**src/rtl/fgp_gen_if.sv**
```systemverilog
// fgp_gen_if: byte-stream and frame-RAM signals of the FGP transmit block.
//   start, offset : packet request and its offset byte
//   ram_addr      : color read address {offset, color_idx}
//   ram_out       : color data, valid one cycle after ram_addr
//   rdy           : downstream accepts a byte this cycle
//   outclk, out   : byte strobe and byte value
//   busy, done    : packet in progress / last data byte strobe
// master: the generator; slave: its environment (RAM, requester, sink).
interface fgp_gen_if;
  logic        start;
  logic [7:0]  offset;
  logic [16:0] ram_addr;
  logic [11:0] ram_out;
  logic        rdy;
  logic        outclk;
  logic [7:0]  out;
  logic        busy;
  logic        done;

  modport master (
    input  start, offset, ram_out, rdy,
    output ram_addr, outclk, out, busy, done
  );

  modport slave (
    output start, offset, ram_out, rdy,
    input  ram_addr, outclk, out, busy, done
  );
endinterface

```
**src/rtl/fgp_gen.sv**
```systemverilog
// fgp_gen: FGP packet transmitter. Per accepted start it emits 1 offset byte,
// 127 padding bytes and 768 data bytes (512 12-bit colors, two per 3 bytes).
// Ports: clk, rst (sync, active high), bus (fgp_gen_if.master).
// outclk, out and done are combinational so a byte moves in the cycle rdy is
// seen; ram_addr and busy are registered.
// Build option: define FGP_GEN_LFSR_PAD_EN for LFSR padding instead of 0x00.
module fgp_gen (
  input  logic      clk,
  input  logic      rst,
  fgp_gen_if.master bus
);
  localparam int unsigned FGP_OFFSET_LEN      = 1;
  localparam int unsigned FGP_PADDING_LEN     = 127;
  localparam int unsigned FGP_DATA_LEN        = 768;
  localparam int unsigned FGP_DATA_LEN_COLORS = 512;
  localparam int unsigned COLOR_LEN           = 12;
  localparam int unsigned CNT_W               = 10;
  localparam int unsigned IDX_W               = 9;
  localparam int unsigned BUF_DEPTH           = 8;
  localparam int unsigned PTR_W               = 3;
  localparam int unsigned BCNT_W              = PTR_W + 1;

  typedef enum logic [1:0] {IDLE, OFFSET, PADDING, DATA} state_t;

  state_t               state, state_nxt;
  logic [CNT_W-1:0]     byte_cnt;
  logic [1:0]           phase;
  logic [7:0]           offset_q;
  logic [CNT_W-1:0]     fetch_idx;
  logic                 rd_pend;
  logic                 rd_valid;
  logic [COLOR_LEN-1:0] buf_mem [BUF_DEPTH];
  logic [PTR_W-1:0]     wr_ptr, rd_ptr;
  logic [BCNT_W-1:0]    buf_cnt;

  logic                 start_acc_c, byte_avail_c, xfer_c, last_c, pop_c, issue_c;
  logic [BCNT_W-1:0]    occ_c;
  logic [COLOR_LEN-1:0] c0_c, c1_c;
  logic [7:0]           pad_byte_c, out_c;

  assign start_acc_c  = (state == IDLE) && bus.start;
  assign byte_avail_c = (state != DATA) || (buf_cnt >= BCNT_W'(2));
  assign xfer_c       = bus.rdy && (state != IDLE) && byte_avail_c;
  assign pop_c        = xfer_c && (state == DATA) && (phase == 2'd2);
  assign c0_c         = buf_mem[rd_ptr];
  assign c1_c         = buf_mem[rd_ptr + PTR_W'(1)];

  // Buffer slots already committed, including reads still in flight.
  assign occ_c   = buf_cnt + BCNT_W'(rd_pend) + BCNT_W'(rd_valid);
  assign issue_c = ((state == PADDING) || (state == DATA)) &&
                   (fetch_idx < CNT_W'(FGP_DATA_LEN_COLORS)) &&
                   (occ_c < BCNT_W'(BUF_DEPTH));

  // Last byte index of the current section.
  always_comb begin
    last_c = 1'b0;
    case (state)
      OFFSET:  last_c = (byte_cnt == CNT_W'(FGP_OFFSET_LEN - 1));
      PADDING: last_c = (byte_cnt == CNT_W'(FGP_PADDING_LEN - 1));
      DATA:    last_c = (byte_cnt == CNT_W'(FGP_DATA_LEN - 1));
      default: last_c = 1'b0;
    endcase
  end

  // State register.
  always_ff @(posedge clk) begin
    if (rst) state <= IDLE;
    else     state <= state_nxt;
  end

  // Next-state logic.
  always_comb begin
    state_nxt = state;
    case (state)
      IDLE:    if (bus.start)       state_nxt = OFFSET;
      OFFSET:  if (xfer_c && last_c) state_nxt = PADDING;
      PADDING: if (xfer_c && last_c) state_nxt = DATA;
      DATA:    if (xfer_c && last_c) state_nxt = IDLE;
      default: state_nxt = IDLE;
    endcase
  end

  // Byte counters, color fetch and buffer bookkeeping.
  always_ff @(posedge clk) begin
    if (rst) begin
      offset_q     <= '0;
      byte_cnt     <= '0;
      phase        <= '0;
      fetch_idx    <= '0;
      rd_pend      <= 1'b0;
      rd_valid     <= 1'b0;
      wr_ptr       <= '0;
      rd_ptr       <= '0;
      buf_cnt      <= '0;
      bus.ram_addr <= '0;
      bus.busy     <= 1'b0;
    end else begin
      bus.busy <= (state_nxt != IDLE);
      if (start_acc_c) begin
        offset_q  <= bus.offset;
        byte_cnt  <= '0;
        phase     <= '0;
        fetch_idx <= '0;
        rd_pend   <= 1'b0;
        rd_valid  <= 1'b0;
        wr_ptr    <= '0;
        rd_ptr    <= '0;
        buf_cnt   <= '0;
      end else begin
        if (xfer_c) begin
          byte_cnt <= last_c ? '0 : byte_cnt + CNT_W'(1);
          if (state == DATA) phase <= (phase == 2'd2) ? 2'd0 : phase + 2'd1;
        end
        // Read data is captured on the cycle it is valid, regardless of rdy.
        rd_pend  <= issue_c;
        rd_valid <= rd_pend;
        if (issue_c) begin
          bus.ram_addr <= {offset_q, fetch_idx[IDX_W-1:0]};
          fetch_idx    <= fetch_idx + CNT_W'(1);
        end
        if (rd_valid) wr_ptr <= wr_ptr + PTR_W'(1);
        if (pop_c)    rd_ptr <= rd_ptr + PTR_W'(2);
        buf_cnt <= buf_cnt + BCNT_W'(rd_valid) - (pop_c ? BCNT_W'(2) : BCNT_W'(0));
      end
    end
  end

  // Color buffer storage.
  always_ff @(posedge clk) begin
    if (rd_valid) buf_mem[wr_ptr] <= bus.ram_out;
  end

`ifdef FGP_GEN_LFSR_PAD_EN
  // Fibonacci LFSR x^8+x^6+x^5+x^4+1, one step per padding byte.
  logic [7:0] lfsr;
  always_ff @(posedge clk) begin
    if (rst || start_acc_c)
      lfsr <= 8'h01;
    else if (xfer_c && (state == PADDING))
      lfsr <= {lfsr[6:0], lfsr[7] ^ lfsr[5] ^ lfsr[4] ^ lfsr[3]};
  end
  assign pad_byte_c = lfsr;
`else
  assign pad_byte_c = 8'h00;
`endif

  // Output byte select; data pairs pack as c0[11:4], {c0[3:0],c1[11:8]}, c1[7:0].
  always_comb begin
    out_c = 8'h00;
    case (state)
      OFFSET:  out_c = offset_q;
      PADDING: out_c = pad_byte_c;
      DATA: begin
        case (phase)
          2'd0:    out_c = c0_c[11:4];
          2'd1:    out_c = {c0_c[3:0], c1_c[11:8]};
          default: out_c = c1_c[7:0];
        endcase
      end
      default: out_c = 8'h00;
    endcase
  end

  assign bus.outclk = xfer_c;
  assign bus.out    = out_c;
  assign bus.done   = xfer_c && (state == DATA) && last_c;
endmodule

```
**src/flat_wrapper.sv**
```systemverilog
// flat-port wrapper written by rule: the top's interface ports become plain ports
module fgp_gen_flat 
  (clk, rst, bus_start, bus_offset, bus_ram_out, bus_rdy, bus_ram_addr, bus_outclk, bus_out, bus_busy, bus_done);
  fgp_gen_if bus_i ();
  input  logic clk;
  input  logic rst;
  input wire logic [$bits(bus_i.start)-1:0] bus_start;
  input wire logic [$bits(bus_i.offset)-1:0] bus_offset;
  input wire logic [$bits(bus_i.ram_out)-1:0] bus_ram_out;
  input wire logic [$bits(bus_i.rdy)-1:0] bus_rdy;
  output wire logic [$bits(bus_i.ram_addr)-1:0] bus_ram_addr;
  output wire logic [$bits(bus_i.outclk)-1:0] bus_outclk;
  output wire logic [$bits(bus_i.out)-1:0] bus_out;
  output wire logic [$bits(bus_i.busy)-1:0] bus_busy;
  output wire logic [$bits(bus_i.done)-1:0] bus_done;
  assign bus_i.start = bus_start;
  assign bus_i.offset = bus_offset;
  assign bus_i.ram_out = bus_ram_out;
  assign bus_i.rdy = bus_rdy;
  assign bus_ram_addr = bus_i.ram_addr;
  assign bus_outclk = bus_i.outclk;
  assign bus_out = bus_i.out;
  assign bus_busy = bus_i.busy;
  assign bus_done = bus_i.done;
  fgp_gen u_core (.clk(clk), .rst(rst), .bus(bus_i));
endmodule
```
**config.mk**
```make
export PLATFORM = sky130hd
export DESIGN_NAME = fgp_gen_flat
export DESIGN_NICKNAME = d
export VERILOG_FILES = /design/src/rtl/fgp_gen_if.sv /design/src/rtl/fgp_gen.sv /design/src/flat_wrapper.sv
export SDC_FILE = /design/constraint.sdc
export NUM_CORES = 1
export LEC_CHECK = 0
export ABC_AREA = 1
export ABC_CLOCK_PERIOD_IN_PS = 3300
export CAP_MARGIN = 20
export CORE_ASPECT_RATIO = 0.7
export CORE_MARGIN = 5
export CORE_UTILIZATION = 40
export CTS_CLUSTER_DIAMETER = 80
export CTS_CLUSTER_SIZE = 12
export DETAILED_ROUTE_END_ITERATION = 6
export GPL_TIMING_DRIVEN = 0
export PLACE_DENSITY_LB_ADDON = 0.15
export SKIP_LAST_GASP = 1
export SLEW_MARGIN = 30
export SYNTH_ARGS = -nofsm -noshare
export SYNTH_HDL_FRONTEND = slang
export SYNTH_SLANG_ARGS = --single-unit
```
**constraint.sdc**
```tcl
create_clock -name clk -period 3.3 [get_ports clk]
set_input_delay 0.66 -clock clk [delete_from_list [all_inputs] [get_ports clk]]
set_output_delay 0.66 -clock clk [all_outputs]
set_load 0.02 [all_outputs]
```
== Yosys cells after proc, flatten, opt, wreduce, memory -nomap -nowiden ==
Memory sizes are Yosys's and may differ from the RTL's. A register that Yosys moved wholly into a read port is not among the register bits.
Cells that the tools add are included.
Word-level totals
  RAM bits: 96
  memories kept: 1
  register bits: 62
  output and inout bits: 28
Operators by class
  bitwise logic cells: 1
  add/sub/neg operators: 10
  equal/unequal tests: 8
  multiplexer cells: 15
  reduce and logical (&&, ||, !) cells: 19
  $lt $le $gt $ge: 3
Memories
  u_core.buf_mem: words 8, bits a word 12, read ports 2, clocked after Yosys merged registers in 1, write ports 1, RTL line fgp_gen.sv:32  | logic [COLOR_LEN-1:0] buf_mem [BUF_DEPTH];
Operators by type and width (number)
  $pmux W8 S2: 2
  $add A10 B1 Y10 const B: 2
  $add A4 B1 Y4: 3
  $mux W2: 6
  $eq A10 B10 Y1 const B: 1
  $eq A10 B7 Y1 const B: 1
  $logic_not A10 Y1: 1
  $lt A10 B10 Y1 const B: 1
  $mux W10: 1
  $logic_and A1 B1 Y1: 9
  $pmux W2 S4: 1
  $add A3 B1 Y3 const B: 2
  $eq A2 B2 Y1 const B: 3
  $mux W3: 2
  $eq A2 B1 Y1 const B: 2
  $ge A4 B2 Y1 const B: 1
  $logic_not A2 Y1: 2
  $lt A4 B4 Y1 const B: 1
  $reduce_and A2 Y1: 2
  $reduce_bool A2 Y1: 2
  $sub A4 B4 Y4: 1
  $add A3 B2 Y3 const B: 1
  $pmux W1 S3: 1
  $add A2 B1 Y2 const B: 1
  other kinds (5): 7

== Longest topological paths before layout ==
  depth in word-level cells: 7
  gate-level depth with buffers: 14
  mapped depth without buffers: 14

== Least setup slack after synthesis ==
Ideal clock, no wire load.
  kind: input to register
  from: in bus_rdy
  to: reg u_core.buf_cnt[3]
  stages: 11
  slack: 1.137 ns
  data arrival time: 2.093 ns
  buffers on the path: 0
  data required time: 3.230 ns
  cell sequence: inv_1 nor2_4 nand2_8 inv_4 nand4_4 ha_1 ha_1 o21ai_0 nand2_1 or2_2 a21oi_1
On the way
  longest elaborated chain between the ends: 6
RTL lines
  start, declared: RTL line flat_wrapper.sv:10  | input wire logic [$bits(bus_i.rdy)-1:0] bus_rdy;
  $logic_and A1 B1 Y1 (2 in a row): RTL line fgp_gen.sv:43  | assign xfer_c = bus.rdy && (state != IDLE) && byte_avail_c;
  $logic_and A1 B1 Y1 (2 in a row): RTL line fgp_gen.sv:44  | assign pop_c = xfer_c && (state == DATA) && (phase == 2'd2);
  $mux W2: RTL line fgp_gen.sv:123  | buf_cnt <= buf_cnt + BCNT_W'(rd_valid) - (pop_c ? BCNT_W'(2) : BCNT_W'(0));
  $sub A4 B4 Y4: RTL line fgp_gen.sv:123
  end signal, assigned: RTL line fgp_gen.sv:123
  end, declared: RTL line fgp_gen.sv:34  | logic [BCNT_W-1:0] buf_cnt;
Every way passes these cells.
A chain may end at the register's enable or synchronous reset.

== Final worst setup path ==
  from: reg u_core.rd_ptr[1]
  to: out bus_out[1]
On the way
  longest elaborated chain between the ends: 4
RTL lines
  start, declared: RTL line fgp_gen.sv:33  | logic [PTR_W-1:0] wr_ptr, rd_ptr;
  start signal, assigned: RTL line fgp_gen.sv:122  | if (pop_c) rd_ptr <= rd_ptr + PTR_W'(2);
  $add A3 B1 Y3: RTL line fgp_gen.sv:46  | assign c1_c = buf_mem[rd_ptr + PTR_W'(1)];
  $mem_v2 Z8 W12
  $pmux W8 S2: RTL line fgp_gen.sv:154  | case (phase)
  $pmux W8 S2: RTL line fgp_gen.sv:150  | case (state)
  end, declared: RTL line flat_wrapper.sv:13  | output wire logic [$bits(bus_i.out)-1:0] bus_out;
Every way passes these cells.

==> results.md <==
* Final worst path period share at 95.6%
* Total power at 4.17 mW
* Hold Path Stages at 2
* Total CTS buffers at 17
* Final setup viols at 0
* Crit path kind: reg2out
* CTS sink count at 159
* Synthesized net count at 703
* CP Data Arrival Time at 2.50 ns
* Final Cell Area at 8070 µm²
* Ys async rst share at 0%
* WP data required at 2.64 ns
* DRT iter0 DRCs at 333
* Hold/Removal Path Class: reg2reg
* I/O pins at 52
* Post-route ant nets at 0
* Max VDD drop at 551 µV
* Cell area after synthesis at 6690 µm²
* Max-cap violation count at 0
* CP Launch Type: register
* First-pass GRT wire length at 26,400 µm
* Crit-path cells: inv_2 -> clkbuf_2 -> o21ai_0 -> o211ai_1 -> nand4_1 -> nand2_1 -> clkdlybuf4s50_1
* Mapped Cells at 670
* Hold Violations, Final at 0
* Clock Root Buffer: clkbuf_16
* Post-synth top area share at 43.1%
* Std-Cell Rows at 39
* Register-to-Register Path Depth at 12
* Final nets at 772
* Clock skew at 0.00660 ns
* Worst hold endpoint: u_core.rd_valid$_SDFF_PP0_
* Setup TNS Final at 0 ns
* GRT Util Overall at 17.7%
* Skew-Pair Late Insertion Delay at 0.42 ns
* Initial antenna violation count at 0
* Routed wire length at 16,700 µm
* Type of destination of the critical path: output port
* Hold-fix buffers, CTS at 0
* Max transition margin at 46.9%
* GRT overflow at 0
* Vias at 4,973
* Most frequent cells in the layout: nor2_1, nand2_1, edfxtp_1
* Commonest non-fill, non-tap cell in the layout: nor2_1
* DP HPWL at 11,700 µm
* Slew @ Worst Pin at 0.795 ns
* RSZ-0062 raised after global routing: no
* Detailed-route DRC error count at 0
* Die area at 19,500 µm²
* Placed inst area at 7510 µm²
* Avg Vias per Cell at 5.09
* Area Overhead vs Synth at 20.5%
* Share of cells above drive strength 1 at 12.6%
* Starting density of the core at 40.8%
* Core area at 16,400 µm²
* Mean Syn Cell Area at 9.99 µm²
* FF+latch count, synth at 159
* Worst Path Buf+Inv at 3
* Post-synth cell types at 42
* FMAX at 317 MHz
* TritonCTS clock tree: yes
* Largest net degree at the start of global routing at 17
* Ant. Diodes at 0
* Post-CTS Setup Bufs at 0
* H-tree depth at 4
* Final setup margin at 0.144 ns
* Hold Crit Start: u_core.rd_pend$_SDFF_PP0_
* Crit Path Max Fanout at 10
* Power Dens Cells at 517 nW/µm²
* GP Congestion at 0.907
* Wire length per cell at 17.0 µm
* Crit-path max cell delay at 0.61 ns
* Yosys warnings at 0
* Seq/Total Area, Yosys at 61.9%
* Die width at 165 µm
* Synth area leaders: edfxtp_1, dfxtp_1, nor2_1
* Reg2Reg Setup Slack at 0.94 ns
* Area leader, netlist: edfxtp_1
* Critical R2R Launch: u_core.state[0]$_SDFF_PP0_
* Slew Limit Fails at 0
* Reg2reg end: u_core.buf_cnt[3]$_SDFF_PP0_
* Worst path slowest cell: clkdlybuf4s50_1
* Final min period at 3.16 ns
* Number of buffers inserted by port buffering at 51
* Place WS at 0.117 ns
* Vias in the first global route at 4,869
* Max clock buf depth at 2
* CP top delay family: buffers and inverters
* Number of synthesized flops with an enable pin at 96
* Die outline height at 118 µm
* Clock slew at reported path FFs at 0.06 ns
* Drt first pass iters at 5
* Main synth FF type: edfxtp_1
* Status: complete, no violations
* Leak at 2.90 nW
-- worst max path at each step --
stage / endpoint / from / slack, ns / cells after the start
6_report: bus_out[1] / u_core.rd_ptr[1]$_SDFFE_PP0P_ / 0.14 / 7
5_1_grt: bus_out[1] / u_core.rd_ptr[1]$_SDFFE_PP0P_ / 0.009 / 7
4_1_cts: bus_out[1] / u_core.phase[1]$_SDFFE_PP0P_ / 0.006 / 6
3_5_place_dp: bus_done / bus_rdy / 0.12 / 9
3_3_place_gp: bus_done / bus_rdy / 0.11 / 9
2_1_floorplan: u_core.buf_cnt[3]$_SDFF_PP0_ / bus_rdy / 1.14 / 11
-- power by group --
part           leakage, nW  internal [mW]  switching (mW)  total, mW
combinational         1.25         0.0937           0.147      0.241
clock                0.268           1.02           0.762       1.78
sequential            1.37           2.13          0.0189       2.15
-- sequential cells by signal, indices dropped and copies added, names as in the netlist, 2 cells and up, named ones only --
| register | flops |
|---|---|
| u_core.buf_cnt | 4 |
| u_core.buf_mem | 96 |
| u_core.bus.ram_addr | 17 |
| u_core.byte_cnt | 10 |
| u_core.fetch_idx | 10 |
| u_core.offset_q | 8 |
| u_core.phase | 2 |
| u_core.rd_ptr | 2 |
| u_core.state | 2 |
| u_core.wr_ptr | 3 |
-- per-layer routing --
metal / track usage [%] / up-vias / share of wire, %
met1: 26.9 / 2346 / 49
met2: 24.7 / 176 / 42
met4: 3.95 / 0 / 0.88
met5: 0 / - / 0
li1: - / 2435 / -
met3: 5.71 / 16 / 7.9
-- cells by family (layout without fill, tap and decap cells) --
| kind of cell | after synthesis | in the layout | synth area share (%) |
|---|---|---|---|
| AOI/OAI and AO/OA | 129 | 129 | 10.9 |
| buffers and inverters | 71 | 153 | 4.90 |
| xor gates and xnor gates | 10 | 10 | 1.31 |
| and+or+nand+nor | 292 | 292 | 19.3 |
| adders and majority gates | 9 | 9 | 1.68 |
| DFF | 159 | 159 | 61.9 |
-- worst register-to-register path: stages (launching register included) --
cell and delay (ns):
dfxtp_1 0.35, nand2_2 0.12, clkinv_2 0.26, nand2_4 0.19, nand2_8 0.09, inv_4 0.08, nand4_4 0.09, ha_1 0.22
ha_1 0.30, o21ai_0 0.09, nand2_1 0.09, or2_2 0.28, a21oi_1 0.12
-- stage by stage --
| stage | hold WS (ns) | util [%] | instances |
|---|---|---|---|
| 4_1_cts | 0.454 | 49.1 | 977 |
| 3_5_place_dp | 0.446 | 45.8 | 946 |
| 2_1_floorplan | 0.418 | - | 670 |
| 3_3_place_gp | 0.437 | 45.7 | 946 |
| 5_1_grt | 0.498 | 49.2 | 977 |
| 6_report | 0.451 | 49.2 | 977 |
-- layout make-up --
| cell class | instances | area (µm²) |
|---|---|---|
| Buffer | 23 | 153 |
| Clock buffer | 22 | 477 |
| Clock inverter | 10 | 61.3 |
| Fill cell | 1503 | 8330 |
| Inverter | 47 | 188 |
| Multi-Input combinational cell | 440 | 2250 |
| Sequential cell | 159 | 4150 |
| Tap cell | 225 | 282 |
| Timing Repair Buffer | 51 | 510 |
-- cells in the mapped netlist, types with 4 or more instances --
master and count:
nor2_2 4, inv_4 4, edfxtp_1 96, buf_6 4, xor2_1 8, inv_1 40
a21oi_1 25, o21ai_0 71, o221ai_1 6, nand2_1 97, nor3_1 6, dfxtp_1 63
ha_1 9, nand4_1 9, nor2_1 136, or2_2 7, buf_2 12, o21ai_1 4
o211ai_1 15, clkbuf_1 5, nand3_1 18, nand2_2 5
-- timing repair --
| action | 4_1_cts | 5_1_grt |
|---|---|---|
| setup endpoints to repair | 6 | 5 |
| resized for setup | 5 | 11 |
| pin swaps | 0 | 1 |
(Power assumes the default switching activity.)
==> variant 1: new RTL, same settings <==
Encoding of `state_t`: now one-hot (4 bits for 4 states).
--- a/src/rtl/fgp_gen.sv
+++ b/src/rtl/fgp_gen.sv
@@ -21,5 +21,5 @@
   localparam int unsigned BCNT_W              = PTR_W + 1;
 
-  typedef enum logic [1:0] {IDLE, OFFSET, PADDING, DATA} state_t;
+  typedef enum logic [3:0] {IDLE = 4'b0001, OFFSET = 4'b0010, PADDING = 4'b0100, DATA = 4'b1000} state_t;
 
   state_t               state, state_nxt;
Formal check against the unedited RTL: same outputs for any inputs over 10 cycles, from zero or initial values and one cycle with rst high; not proved beyond that.
==> variant 1 against the original RTL <==
Cell area grew 1.4%; sequential power hardly changed; setup slack is essentially flat; area after synthesis is 0.41% higher; via count increased by 2.1%; sequential share of layout area fell by 0.25 points; highest routed layer unchanged; register-to-register slack got worse by 0.25 ns; sequential cell count increased by 2; wire length is 3.1% higher; die area grew 0.38%; total power increased by 2.8%; count of clock-buffer cells in the layout is 5 lower; first-iteration DRC count rose by 36%; non-clock buffer count grew 1; critical endpoint is now bus_out[5].
==> variant 1: results (changes against the original RTL) <==
Length of routed met2 wiring: 7190 um (+2.9%)
Net switching fraction of the power: 23.5% (+1.3 points)
Top post-synthesis cells by area: edfxtp_1, dfxtp_1, nand2_1, nor2_1, o21ai_0
Met1 Usage GRT: 28.3% (+1.4 points)
Outcome: complete, no violations
P_comb: 0.133 mW (-45%)
Routed wire per std cell: 17.6 um (+3.2%)
Final hold slack: 0.436 ns (-0.0152 ns)
Vias in the first global route: 4985 (+2.4%)
GRT Util Overall: 18.3% (+0.56 points)
Largest net degree at the start of global routing: 19 (+2)
First-iteration detailed-routing DRC count: 452 (+36%)
Non-Filler Instances: 976 (-0.10%)
Crit Reg-Reg Startpoint: u_core.buf_cnt[2]
VDD IR max: 307 uV (-44%)
Max transition margin: 47.9% (+0.93 points)
Total number of vias: 5075 (+2.1%)
First-pass GRT wire length: 27200 um (+3.3%)
Place WS: 0.154 ns (+0.0375 ns)
Reg2reg path depth: 14 (+2)
List of most frequent post-synthesis cells: nand2_1, edfxtp_1, nor2_1
Met3 Wirelength: 1150 um (-13%)
Detailed Place HPWL: 12100 um (+3.9%)
Placed Cells: 943 (-0.32%)
Placed cell area: 7530 um^2 (+0.37%)
Setup crit end: bus_out[5]
Synth Area in Compound Gates: 13.3% (+2.5 points)
PnR worst setup slack: 0.145 ns (+0.000464 ns)
R2R setup slack: 0.69 ns (-0.25 ns)
Post-synthesis xor/xnor area fraction: 1.04% (-0.27 points)
Leakage: 2.95 nW (+1.8%)
Syn_nets: 700 (-0.43%)
Synth Instances: 667 (-0.45%)
Post-Route Skew: 0.0144 ns (+0.00778 ns)
Routing usage on met2: 25.3% (+0.54 points)
Yosys cell types: 36 (-14%)
variant 1: cell count changes after synthesis, moves of 7 or more:
| cell | unedited run | this run |
|---|---|---|
| buf_2 | 12 | 5 |
| clkbuf_1 | 5 | 14 |
| o211ai_1 | 15 | 8 |
| inv_1 | 40 | 55 |
| a21oi_1 | 25 | 47 |
| nand3_1 | 18 | 25 |
| nor2_1 | 136 | 83 |
| o21ai_0 | 71 | 61 |
| a21oi_2 | 2 | 12 |
| nand2_2 | 5 | 17 |
variant 1: cell type report:
cell class	count	area [um^2]
diodes	1	2.50
plain buffers	24	149
clock buffers	17	425
clock inverters	15	183
fillers	1505	8210
inverters	59	225
multi-input cells	423	2210
flip-flops and latches	161	4190
well taps	225	282
repair buffers	51	515
variant 1: what timing repair did:
action,CTS,global route
endpoints found under the hold margin,0,0
setup endpoints to repair,8,4
hold buffers,0,0
gates resized for setup,20,6
pin swaps,0,2
==> variant 2: new RTL, config.mk and constraints unchanged <==
Without the edit above. Set the localparam `FGP_DATA_LEN` to 576 (it was 768).
--- a/src/rtl/fgp_gen.sv
+++ b/src/rtl/fgp_gen.sv
@@ -12,5 +12,5 @@
   localparam int unsigned FGP_OFFSET_LEN      = 1;
   localparam int unsigned FGP_PADDING_LEN     = 127;
-  localparam int unsigned FGP_DATA_LEN        = 768;
+  localparam int unsigned FGP_DATA_LEN        = 576;
   localparam int unsigned FGP_DATA_LEN_COLORS = 512;
   localparam int unsigned COLOR_LEN           = 12;
Check against the original RTL: no difference found for any inputs over 10 cycles, from zero or initial values and one cycle with rst high; that may be too few to reach the edited logic, so the function may still have changed.
==> variant 2 against the original RTL <==
Via count grew 0.28%; wire length rose by 0.47%; area after synthesis down 0.90%; sequential cell count is the same; total power is 1.2% higher; clock power increased by 8%; cell area is essentially flat; setup slack got worse by 0.022 ns; highest routed layer unchanged; core utilization grew 0.33 points.
==> variant 2: results (changes against the original RTL) <==
Outcome: complete, no violations
Post-CTS sizing: 10 (+5)
Vias in the first global route: 4988 (+2.4%)
Post-Synth Adder-Cell Area: 1.70% (+0.015 points)
Top post-synthesis cells by area: edfxtp_1, dfxtp_1, nor2_1, nand2_1, o21ai_0
Synth Area in Compound Gates: 10.2% (-0.62 points)
Yosys cell types: 37 (-12%)
First-pass GRT wire length: 26700 um (+1.2%)
Register area share after synthesis: 62.5% (+0.56 points)
Most numerous cell in the Yosys netlist: nor2_1
VDD IR max: 328 uV (-40%)
First-iteration detailed-routing DRC count: 423 (+27%)
Mean post-synth cell area: 9.89 um^2 (-1.0%)
Top flop regs: u_core.buf_mem (96), u_core.bus.ram_addr (17)
Placer's final routability congestion estimate: 0.857 (-5.5%)
Via density: 5.09 (about the same)
Clk root buf: clkbuf_16
Largest net degree at the start of global routing: 19 (+2)
Critical path's largest stage delay: 0.61 ns (about the same)
Leakage: 2.94 nW (+1.7%)
List of most frequent post-synthesis cells: nor2_1, nand2_1, edfxtp_1
Syn_nets: 704 (+0.14%)
Layout cells sized above 1: 11.6% (-1.1 points)
Post-synthesis xor/xnor area fraction: 1.19% (-0.12 points)
# nets final: 773 (+0.13%)
Placed Cells: 947 (+0.11%)
Routed WL: 16700 um (+0.47%)
GRT Util Overall: 18.0% (+0.24 points)
Routed wire per std cell: 17.1 um (+0.26%)
Worst-margin pin slew: 0.829 ns (+0.0338 ns)
Worst endpoint data arrival time: 2.52 ns (+0.02 ns)
Post-synth EDFFs: 96 (unchanged)
Post-Route Skew: 0.00969 ns (+0.00310 ns)
Detailed Place HPWL: 12000 um (+2.6%)
-- variant 2: cell count changes after synthesis, sizes merged, moves of 5 or more --
cell and delta:
o211ai -13, nand2 +8, nor2 -7, nor3 +6, o21ai -5, o221ai +5
-- variant 2: cell families after synthesis --
logic type,Yosys count
AO/OA/AOI/OAI,121
flip-flops,159
buffers and inverters,73
XOR/XNOR,9
AND/OR/NAND/NOR,300
adder cells (fa/ha/maj),9
-- variant 2: path summary, 6_finish.rpt --
kind	startpoint	end	slack (ns)	cells past startpoint
setup / recovery	u_core.rd_ptr[1]	bus_out[1]	0.12	8
hold reg to reg	u_core.rd_pend	u_core.rd_valid	0.45	2
setup reg to reg	u_core.buf_cnt[2]	u_core.buf_cnt[3]	1.03	12
hold / removal	u_core.rd_pend	u_core.rd_valid	0.45	2
-- variant 2: stage by stage --
| stage | total power, mW | instance area (um^2) | setup slack, ns |
|---|---|---|---|
| after global placement | 2.33 | 7430 | 0.193 |
| after detailed placement | 2.33 | 7450 | 0.215 |
| after floorplan | 2.24 | 6630 | 1.21 |
| after global routing | 4.35 | 8070 | -0.0150 |
| final | 4.22 | 8070 | 0.122 |
| after CTS | 4.25 | 8060 | 0.0365 |
-- variant 2: where the power goes --
group | internal [mW] | switching [mW]
Sequential | 2.11 | 0.0116
Clock | 1.02 | 0.914
Combinational | 0.0623 | 0.0980
Total | 3.20 | 1.02
-- variant 2: cell type report --
class | instances | area [um^2]
antenna | 1 | 2.50
buffer | 24 | 139
clock buffer | 17 | 425
clock inverter | 15 | 169
fill | 1510 | 8230
inverter | 48 | 184
multi-input combinational | 439 | 2210
sequential | 159 | 4150
tap | 225 | 282
timing repair buffer | 51 | 515
-- variant 2: per-layer routing --
metal / vias to the layer above / GRT usage [%] / wire length [um]
li1: 2446 / - / -
met4: 0 / 4.77 / 122
met3: 12 / 3.92 / 1050
met5: - / 0 / 0
met1: 2391 / 26.7 / 8310
met2: 138 / 26.6 / 7250
-- variant 2: worst min-delay path: stages, from the launching register on --
cell,delay (ns)
dfxtp_1,0.30
inv_1,0.07
nor2_1,0.05
